File: config.mk
export PLATFORM = sky130hd
export DESIGN_NAME = unit_mul
export DESIGN_NICKNAME = d
export VERILOG_FILES = /design/src/rtl/unit_mul.sv
export SDC_FILE = /design/constraint.sdc
export NUM_CORES = 2
export LEC_CHECK = 0
export ABC_CLOCK_PERIOD_IN_PS = 15020
export CAP_MARGIN = 30
export CORE_ASPECT_RATIO = 0.75
export CORE_MARGIN = 5
export CORE_UTILIZATION = 50
export DETAILED_ROUTE_END_ITERATION = 8
export PLACE_DENSITY = 0.71
export SLEW_MARGIN = 30
export SYNTH_ARGS = -nofsm -noshare
export SYNTH_HDL_FRONTEND = slang
export SYNTH_SLANG_ARGS = --single-unit
export TNS_END_PERCENT = 100
File: constraint.sdc
create_clock -name clk -period 15.02 [get_ports clk]
set_input_delay 3.004 -clock clk [delete_from_list [all_inputs] [get_ports clk]]
set_output_delay 3.004 -clock clk [all_outputs]
set_load 0.005 [all_outputs]
File: src/rtl/unit_mul.sv
// Multiply unit with N_RS reservation stations, CDB snooping and one
// non-pipelined engine. Define UNIT_MUL_HI_EN to enable upper-word results.
module unit_mul #(
    parameter logic [7:0] TAG_BASE = 8'h40,
    parameter int         N_RS     = 3,
    parameter int         MUL_LAT  = 4
) (
    input  logic        clk,
    input  logic        rst,
    input  logic        issue,
    input  logic        signed_in,
    input  logic        hi_in,
    input  logic [7:0]  q1_in,
    input  logic [7:0]  q2_in,
    input  logic [31:0] v1_in,
    input  logic [31:0] v2_in,
    input  logic [40:0] cdb,
    output logic        all_busy,
    output logic [7:0]  issue_tag,
    output logic        cdb_request,
    output logic [39:0] cdb_out
);

    localparam int IW = (N_RS > 1) ? $clog2(N_RS) : 1;
    localparam int CW = (MUL_LAT > 1) ? $clog2(MUL_LAT) : 1;

    typedef enum logic [1:0] {
        IDLE     = 2'd0,
        EXEC     = 2'd1,
        WAIT_CDB = 2'd2
    } state_t;

    function automatic logic [7:0] tag_of(input logic [IW-1:0] idx);
        return TAG_BASE + 8'(idx) + 8'd1;
    endfunction

    logic          busy_q [N_RS];
    logic          busy_d [N_RS];
    logic          disp_q [N_RS];
    logic          disp_d [N_RS];
    logic [7:0]    q1_q   [N_RS];
    logic [7:0]    q1_d   [N_RS];
    logic [7:0]    q2_q   [N_RS];
    logic [7:0]    q2_d   [N_RS];
    logic [31:0]   v1_q   [N_RS];
    logic [31:0]   v1_d   [N_RS];
    logic [31:0]   v2_q   [N_RS];
    logic [31:0]   v2_d   [N_RS];
`ifdef UNIT_MUL_HI_EN
    logic          sgn_q  [N_RS];
    logic          sgn_d  [N_RS];
    logic          hi_q   [N_RS];
    logic          hi_d   [N_RS];
`endif

    state_t        state_q, state_d;
    logic [CW-1:0] cnt_q, cnt_d;
    logic [IW-1:0] sel_q, sel_d;
    logic [39:0]   out_q, out_d;
    logic          req_q, req_d;

    logic          cdb_vld_s;
    logic [7:0]    cdb_tag_s;
    logic [31:0]   cdb_val_s;
    logic          free_found_s, rdy_found_s;
    logic [IW-1:0] free_idx_s, rdy_idx_s;
    logic [31:0]   result_s;
    logic          accept_s, grant_s;

    assign cdb_vld_s = cdb[40];
    assign cdb_tag_s = cdb[39:32];
    assign cdb_val_s = cdb[31:0];

    // Lowest-index free station and lowest-index dispatchable station.
    always_comb begin
        free_found_s = 1'b0;
        free_idx_s   = '0;
        rdy_found_s  = 1'b0;
        rdy_idx_s    = '0;
        for (int i = N_RS - 1; i >= 0; i--) begin
            if (!busy_q[i]) begin
                free_found_s = 1'b1;
                free_idx_s   = IW'(i);
            end else begin
                free_found_s = free_found_s;
            end
            if (busy_q[i] && !disp_q[i] && (q1_q[i] == 8'h00) && (q2_q[i] == 8'h00)) begin
                rdy_found_s = 1'b1;
                rdy_idx_s   = IW'(i);
            end else begin
                rdy_found_s = rdy_found_s;
            end
        end
    end

    assign all_busy    = !free_found_s;
    assign issue_tag   = free_found_s ? tag_of(free_idx_s) : 8'h00;
    assign accept_s    = issue && free_found_s;
    assign grant_s     = cdb_vld_s && (cdb_tag_s == tag_of(sel_q));
    assign cdb_request = req_q;
    assign cdb_out     = out_q;

`ifdef UNIT_MUL_HI_EN
    logic [63:0] op1_s, op2_s, prod_s;

    // Full 64-bit product of the selected station, word chosen by its hi bit.
    always_comb begin
        op1_s    = sgn_q[sel_q] ? {{32{v1_q[sel_q][31]}}, v1_q[sel_q]} : {32'h0, v1_q[sel_q]};
        op2_s    = sgn_q[sel_q] ? {{32{v2_q[sel_q][31]}}, v2_q[sel_q]} : {32'h0, v2_q[sel_q]};
        prod_s   = op1_s * op2_s;
        result_s = hi_q[sel_q] ? prod_s[63:32] : prod_s[31:0];
    end
`else
    // Low word is identical for signed and unsigned operands.
    always_comb begin
        result_s = v1_q[sel_q] * v2_q[sel_q];
    end
`endif

    // Next-state: CDB snoop, issue capture with forwarding, engine FSM.
    always_comb begin
        busy_d  = busy_q;
        disp_d  = disp_q;
        q1_d    = q1_q;
        q2_d    = q2_q;
        v1_d    = v1_q;
        v2_d    = v2_q;
`ifdef UNIT_MUL_HI_EN
        sgn_d   = sgn_q;
        hi_d    = hi_q;
`endif
        state_d = state_q;
        cnt_d   = cnt_q;
        sel_d   = sel_q;
        out_d   = out_q;

        for (int i = 0; i < N_RS; i++) begin
            if (busy_q[i] && cdb_vld_s && (q1_q[i] != 8'h00) && (q1_q[i] == cdb_tag_s)) begin
                q1_d[i] = 8'h00;
                v1_d[i] = cdb_val_s;
            end else begin
                q1_d[i] = q1_q[i];
            end
            if (busy_q[i] && cdb_vld_s && (q2_q[i] != 8'h00) && (q2_q[i] == cdb_tag_s)) begin
                q2_d[i] = 8'h00;
                v2_d[i] = cdb_val_s;
            end else begin
                q2_d[i] = q2_q[i];
            end
        end

        if (accept_s) begin
            busy_d[free_idx_s] = 1'b1;
            disp_d[free_idx_s] = 1'b0;
`ifdef UNIT_MUL_HI_EN
            sgn_d[free_idx_s]  = signed_in;
            hi_d[free_idx_s]   = hi_in;
`endif
            if (cdb_vld_s && (q1_in != 8'h00) && (q1_in == cdb_tag_s)) begin
                q1_d[free_idx_s] = 8'h00;
                v1_d[free_idx_s] = cdb_val_s;
            end else begin
                q1_d[free_idx_s] = q1_in;
                v1_d[free_idx_s] = v1_in;
            end
            if (cdb_vld_s && (q2_in != 8'h00) && (q2_in == cdb_tag_s)) begin
                q2_d[free_idx_s] = 8'h00;
                v2_d[free_idx_s] = cdb_val_s;
            end else begin
                q2_d[free_idx_s] = q2_in;
                v2_d[free_idx_s] = v2_in;
            end
        end else begin
            busy_d = busy_d;
        end

        case (state_q)
            IDLE: begin
                if (rdy_found_s) begin
                    disp_d[rdy_idx_s] = 1'b1;
                    sel_d             = rdy_idx_s;
                    cnt_d             = CW'(MUL_LAT - 1);
                    state_d           = EXEC;
                end else begin
                    state_d = IDLE;
                end
            end
            EXEC: begin
                if (cnt_q == '0) begin
                    out_d   = {tag_of(sel_q), result_s};
                    state_d = WAIT_CDB;
                end else begin
                    cnt_d = cnt_q - CW'(1);
                end
            end
            WAIT_CDB: begin
                if (grant_s) begin
                    busy_d[sel_q] = 1'b0;
                    disp_d[sel_q] = 1'b0;
                    state_d       = IDLE;
                end else begin
                    state_d = WAIT_CDB;
                end
            end
            default: begin
                state_d = IDLE;
            end
        endcase

        req_d = (state_d == WAIT_CDB);
    end

    // State registers; reset drops any in-flight result.
    always_ff @(posedge clk or negedge rst) begin
        if (!rst) begin
            for (int i = 0; i < N_RS; i++) begin
                busy_q[i] <= 1'b0;
                disp_q[i] <= 1'b0;
                q1_q[i]   <= 8'h00;
                q2_q[i]   <= 8'h00;
                v1_q[i]   <= 32'h0;
                v2_q[i]   <= 32'h0;
`ifdef UNIT_MUL_HI_EN
                sgn_q[i]  <= 1'b0;
                hi_q[i]   <= 1'b0;
`endif
            end
            state_q <= IDLE;
            cnt_q   <= '0;
            sel_q   <= '0;
            out_q   <= 40'h0;
            req_q   <= 1'b0;
        end else begin
            busy_q  <= busy_d;
            disp_q  <= disp_d;
            q1_q    <= q1_d;
            q2_q    <= q2_d;
            v1_q    <= v1_d;
            v2_q    <= v2_d;
`ifdef UNIT_MUL_HI_EN
            sgn_q   <= sgn_d;
            hi_q    <= hi_d;
`endif
            state_q <= state_d;
            cnt_q   <= cnt_d;
            sel_q   <= sel_d;
            out_q   <= out_d;
            req_q   <= req_d;
        end
    end

endmodule

After elaboration in Yosys (flattened, before gate mapping)
Index checks and enable logic that the tools add are counted.

Multiplexer cells: 69. Reductions and logical operators: 57. $mul: 1. $lt $le $gt $ge: 6. Add/sub/neg operators: 5. Equality and inequality tests: 14. Bitwise logic cells: 13.

Operators by type and width (number): $bwmux 96 (4); $mux 96 (4); $mux 32 (11); $bmux 32 s2 (2); $mux 24 (4); $eq 8x8->1 (9); $demux 32 s2 (1); $mux 8 (8); $reduce_bool 8->1 (8); $and 24x24->24 (2); $bwmux 24 (2); $logic_not 8->1 (6); $logic_and 1x1->1 (33); $mul 32x32->32 (1); $not 24->24 (1); $mux 2 (10); $mux 3 (6); $add 7x2->8 const A (2); $add 8x1->8 const B (2); $demux 8 s2 (1); $mux 1 (10); $and 3x3->3 (3); $ge 3x3->1 const B (3); $lt 3x1->1 const B (3); 16 further kinds (29).

Output and inout port bits: 50. Register bits: 293. Logic and storage cells: 188.

Logic depth before layout (Yosys ltp)
Word-level depth: 15. Mapped depth: 34.

Worst setup path before layout
Ideal clock, no wire load.

Path type: reg2reg. From: reg sel_q[1]. To: reg out_q[28], in the netlist cdb_out[28]. Path slack: 6.893 ns. Data required time: 14.888 ns. Cell stages (with the launch flop): 32. Arrival: 7.995 ns. Library setup time: 0.132 ns. Cells stage by stage: dfrtp_1 > buf_2 > buf_4 > clkbuf_1 > clkbuf_1 > nor2_1 > a21oi_1 > clkbuf_1 > nor2_1 > fa_1 > fa_1 > fa_1 > inv_1 > fa_1 > inv_1 > fa_1 > inv_1 > fa_1 > inv_1 > fa_1 > fa_1 > ha_1 > a21o_1 > a21o_1 > a21oi_1 > o21ai_0 > a21o_1 > a221o_1 > a21o_1 > a21oi_1 > xor2_1 > o21ai_1.

Cells in the longest elaborated chain, start to end: 5. Elaborated cells on any way between the ends: 8.

Ends and longest elaborated chain: start, declared (line 58) `logic [IW-1:0] sel_q, sel_d;`; start signal, assigned (line 246) `sel_q <= sel_d;`; $not 2->3 (implied by the code) (*) (line 116) `result_s = v1_q[sel_q] * v2_q[sel_q];`; $bmux 32 s2 (line 116); $mux 32 (implied by the code) (2 in a row) (line 116); $mul 32x32->32 (*) (line 116); end signal, assigned (line 247) `out_q <= out_d;`; end, declared (line 59) `logic [39:0] out_q, out_d;`.

Mark *: on every way between the ends. The rest lies on a longest branch, timed or not. The select of a mux whose other input is x is not followed. A chain may end at the register's enable or synchronous reset.

Worst setup path after layout
From: reg sel_q[0]. To: reg out_q[31], in the netlist cdb_out[31].

Same word-level chain as after synthesis.

==> summary.md <==
| Metric | Value |
|---|---|
| Uppermost layer routed | `met4` |
| Fin Clk Skew | `0.0209 ns` |
| I/O Pins | `176` |
| Endpoints failing setup | `0` |
| Worst Path Arrival | `10.29 ns` |
| Die ar. | `0.0672 sq mm` |
| Synth Flop Type | `dfrtp_1` |
| Sequential fraction of the synthesis area | `23.3%` |
| Family with the most delay on the worst path | `adder cells` |
| Initial core utilization | `50.3%` |
| Avg Cell Area, Syn | `8.87 sq um` |
| Port-buffer cells | `164` |
| Setup Buffers After CTS | `0` |
| Clk Latency, worst-skew pair | `0.57 ns` |
| CTS tree | `done` |
| Min cycle time layout | `9.85 ns` |
| Vias in the first global route | `25508` |
| CP max FO | `68` |
| Final period util | `65.6%` |
| Core area | `0.0618 sq mm` |
| Die H | `226 um` |
| Placed cell area | `0.0332 sq mm` |
| Sinks on Clock Net | `289` |
| Met2 routed WL | `39500 um` |
| Required @ worst endpoint | `15.45 ns` |
| R2r startpoint | `sel_q[0]` |
| Synthesized cell area | `0.0311 sq mm` |
| Critical path class | `reg -> reg` |
| Crit path max-delay cell type | `dfrtp_4` |
| Design area | `0.0346 sq mm` |
| First-pass detailed-route iteration total | `6` |
| Htree depth | `2` |
| PnR worst setup slack | `5.17 ns` |
| Max Cap Viol | `0` |
| Gpl congestion | `0.961` |
| Critical-path cell list | `nor2b_4 > buf_4 > buf_4 > a22oi_2 > or2_2 > fa_1 > inv_1 > fa_1 > fa_1 > inv_1 > fa_1 > fa_1 > fa_1 > fa_1 > fa_1 > xor2_1 > xnor2_1 > xnor2_1 > xnor2_1 > xnor2_1 > xnor3_1 > xnor3_1 > xnor2_1 > o21ai_1` |
| DR vias/cell | `5.75` |
| CP most frequent cell | `fa_1` |
| Dpl ws | `5.44 ns` |
| DP Wirelength | `67200 um` |
| Mapped Cells | `3502` |
| Cell row count | `79` |
| Gr usage total | `27.8%` |
| Vias | `25070` |
| Hold WC Path Type | `reg -> reg` |
| Share of layout cells above drive strength 1 | `5.41%` |
| Metal3 WL | `9730 um` |
| Setup TNS | `0 ns` |
| Yosys warning count | `0` |
| Crit path launch type | `flip-flop` |
| Worst Path Buf+Inv | `4` |
| Clock slew at reported path FFs | `0.06 ns` |
| Max transition margin | `32.1%` |
| Routed len/inst | `21.2 um` |
| Fmax | `0.101 GHz` |
| Final core utilization | `55.9%` |
| Outcome | `complete, no violations` |
| RSZ-0062 raised after global routing | `false` |
| Crit end category | `flip-flop` |
| Root buffer cell | `clkbuf_16` |
| # hold bufs at CTS | `0` |
| DRT iter0 DRCs | `2078` |
| Area Overhead vs Synth | `11.3%` |
| Worst Hold Launch | `cdb_out[38]` |
| Area contributors post-synth | `fa_1 (26%), dfrtp_1 (23%), nor2_1 (7.6%)` |
| Worst-margin pin slew | `1.02 ns` |
| Post-route DRC | `0` |
| CTS Buffer Depth | `3` |
| Final Hold Violating Endpoints | `0` |
| WL met1 | `40200 um` |
| Commonest non-fill, non-tap cells in the layout | `nor2_1 (630), fa_1 (408), inv_1 (396)` |
| Post-synth top area share | `26.3%` |
| Commonest non-fill, non-tap cell in the layout | `nor2_1` |
| Largest net degree at the start of global routing | `173` |
| Post-synth ARST share | `100%` |
| Synth cell types | `71` |
| EDFF count, synth | `0` |
| Remaining Overflow, GRT | `0` |
| Initial antenna violation count | `2` |
| Post-CTS Resized | `0` |
| Final WL | `92500 um` |
| Cts bufs inserted | `34` |
| Register bit count reported by yosys | `289` |
| Dominant cell type by area after synthesis | `fa_1` |
| Max stage delay on crit path | `0.80 ns` |
| Number of nets with antenna violations after routing | `0` |
| Setup crit start | `sel_q[0]` |
| # nets final | `4187` |
| Slew Limit Fails | `0` |
| Die Width | `298 um` |
| First-pass GRT wire length | `147000 um` |
-- per-stage QoR --
step	hold WS, ns	cells
global placement	0.449	4296
global route	0.490	4363
finish	0.472	4363
detailed placement	0.455	4297
CTS	0.473	4359
floorplan	0.449	3510
-- state kept, by name, summed over array words and instances (netlist names) --
register	count
q1_q	24
disp_q	3
cnt_q	2
v1_q	96
sel_q	2
v2_q	96
q2_q	24
state_q	2
cdb_request	1
busy_q	3
cdb_out	36
-- path summary, 6_finish.rpt --
check,to,slack (ns),cells past startpoint
max in group asynchronous,cdb_out[19],10.95,4
setup reg to reg,cdb_out[31],5.17,24
hold / removal,cdb_out[38],0.47,1
hold reg to reg,cdb_out[38],0.47,1
setup / recovery,cdb_out[31],5.17,24
min in group asynchronous,v1_q[56],2.36,1
-- routing by layer --
layer	vias up	global-route usage (%)
met3	203	7.68
met5	-	0
met1	12566	39.4
met4	0	8.47
li1	11203	-
met2	1098	41.9
-- cells by family after synthesis --
logic type | synth area share [%]
AND/OR/NAND/NOR | 15.2
buffers and inverters | 8.32
adder cells (fa/ha/maj) | 31.5
AO/OA/AOI/OAI | 9.85
flip-flops | 23.3
multiplexers | 7.59
XOR/XNOR | 4.26
other | 0.0121
-- final cells by class --
class | count | area [sq um]
fill | 5539 | 27200
multi-input combinational | 2585 | 21500
sequential | 289 | 7240
timing repair buffer | 217 | 2100
inverter | 398 | 1490
tap | 810 | 1010
clock buffer | 46 | 977
clock inverter | 16 | 256
antenna | 2 | 5.00
-- synthesized netlist by cell type, types with 6 or more instances --
cell	n
ha_1	128
nor3_1	13
nor4_1	17
and2_1	15
a21oi_1	237
buf_2	19
buf_4	14
inv_1	397
o21ai_1	10
nor2b_1	6
mux2i_1	219
mux2_2	10
xnor2_1	106
nand3_1	39
o2bb2ai_2	11
a21o_1	51
or2_2	7
o21ai_0	60
clkbuf_1	177
nor2_1	632
o22ai_1	81
nand4_1	18
dfrtp_1	289
nand2_1	366
o2bb2ai_1	15
xor2_1	38
fa_1	408
nand2b_1	23
buf_1	18
Power is left out: the tool's default activity adds up to more than one toggle a clock period on the data nets, which glitch-free logic cannot reach.
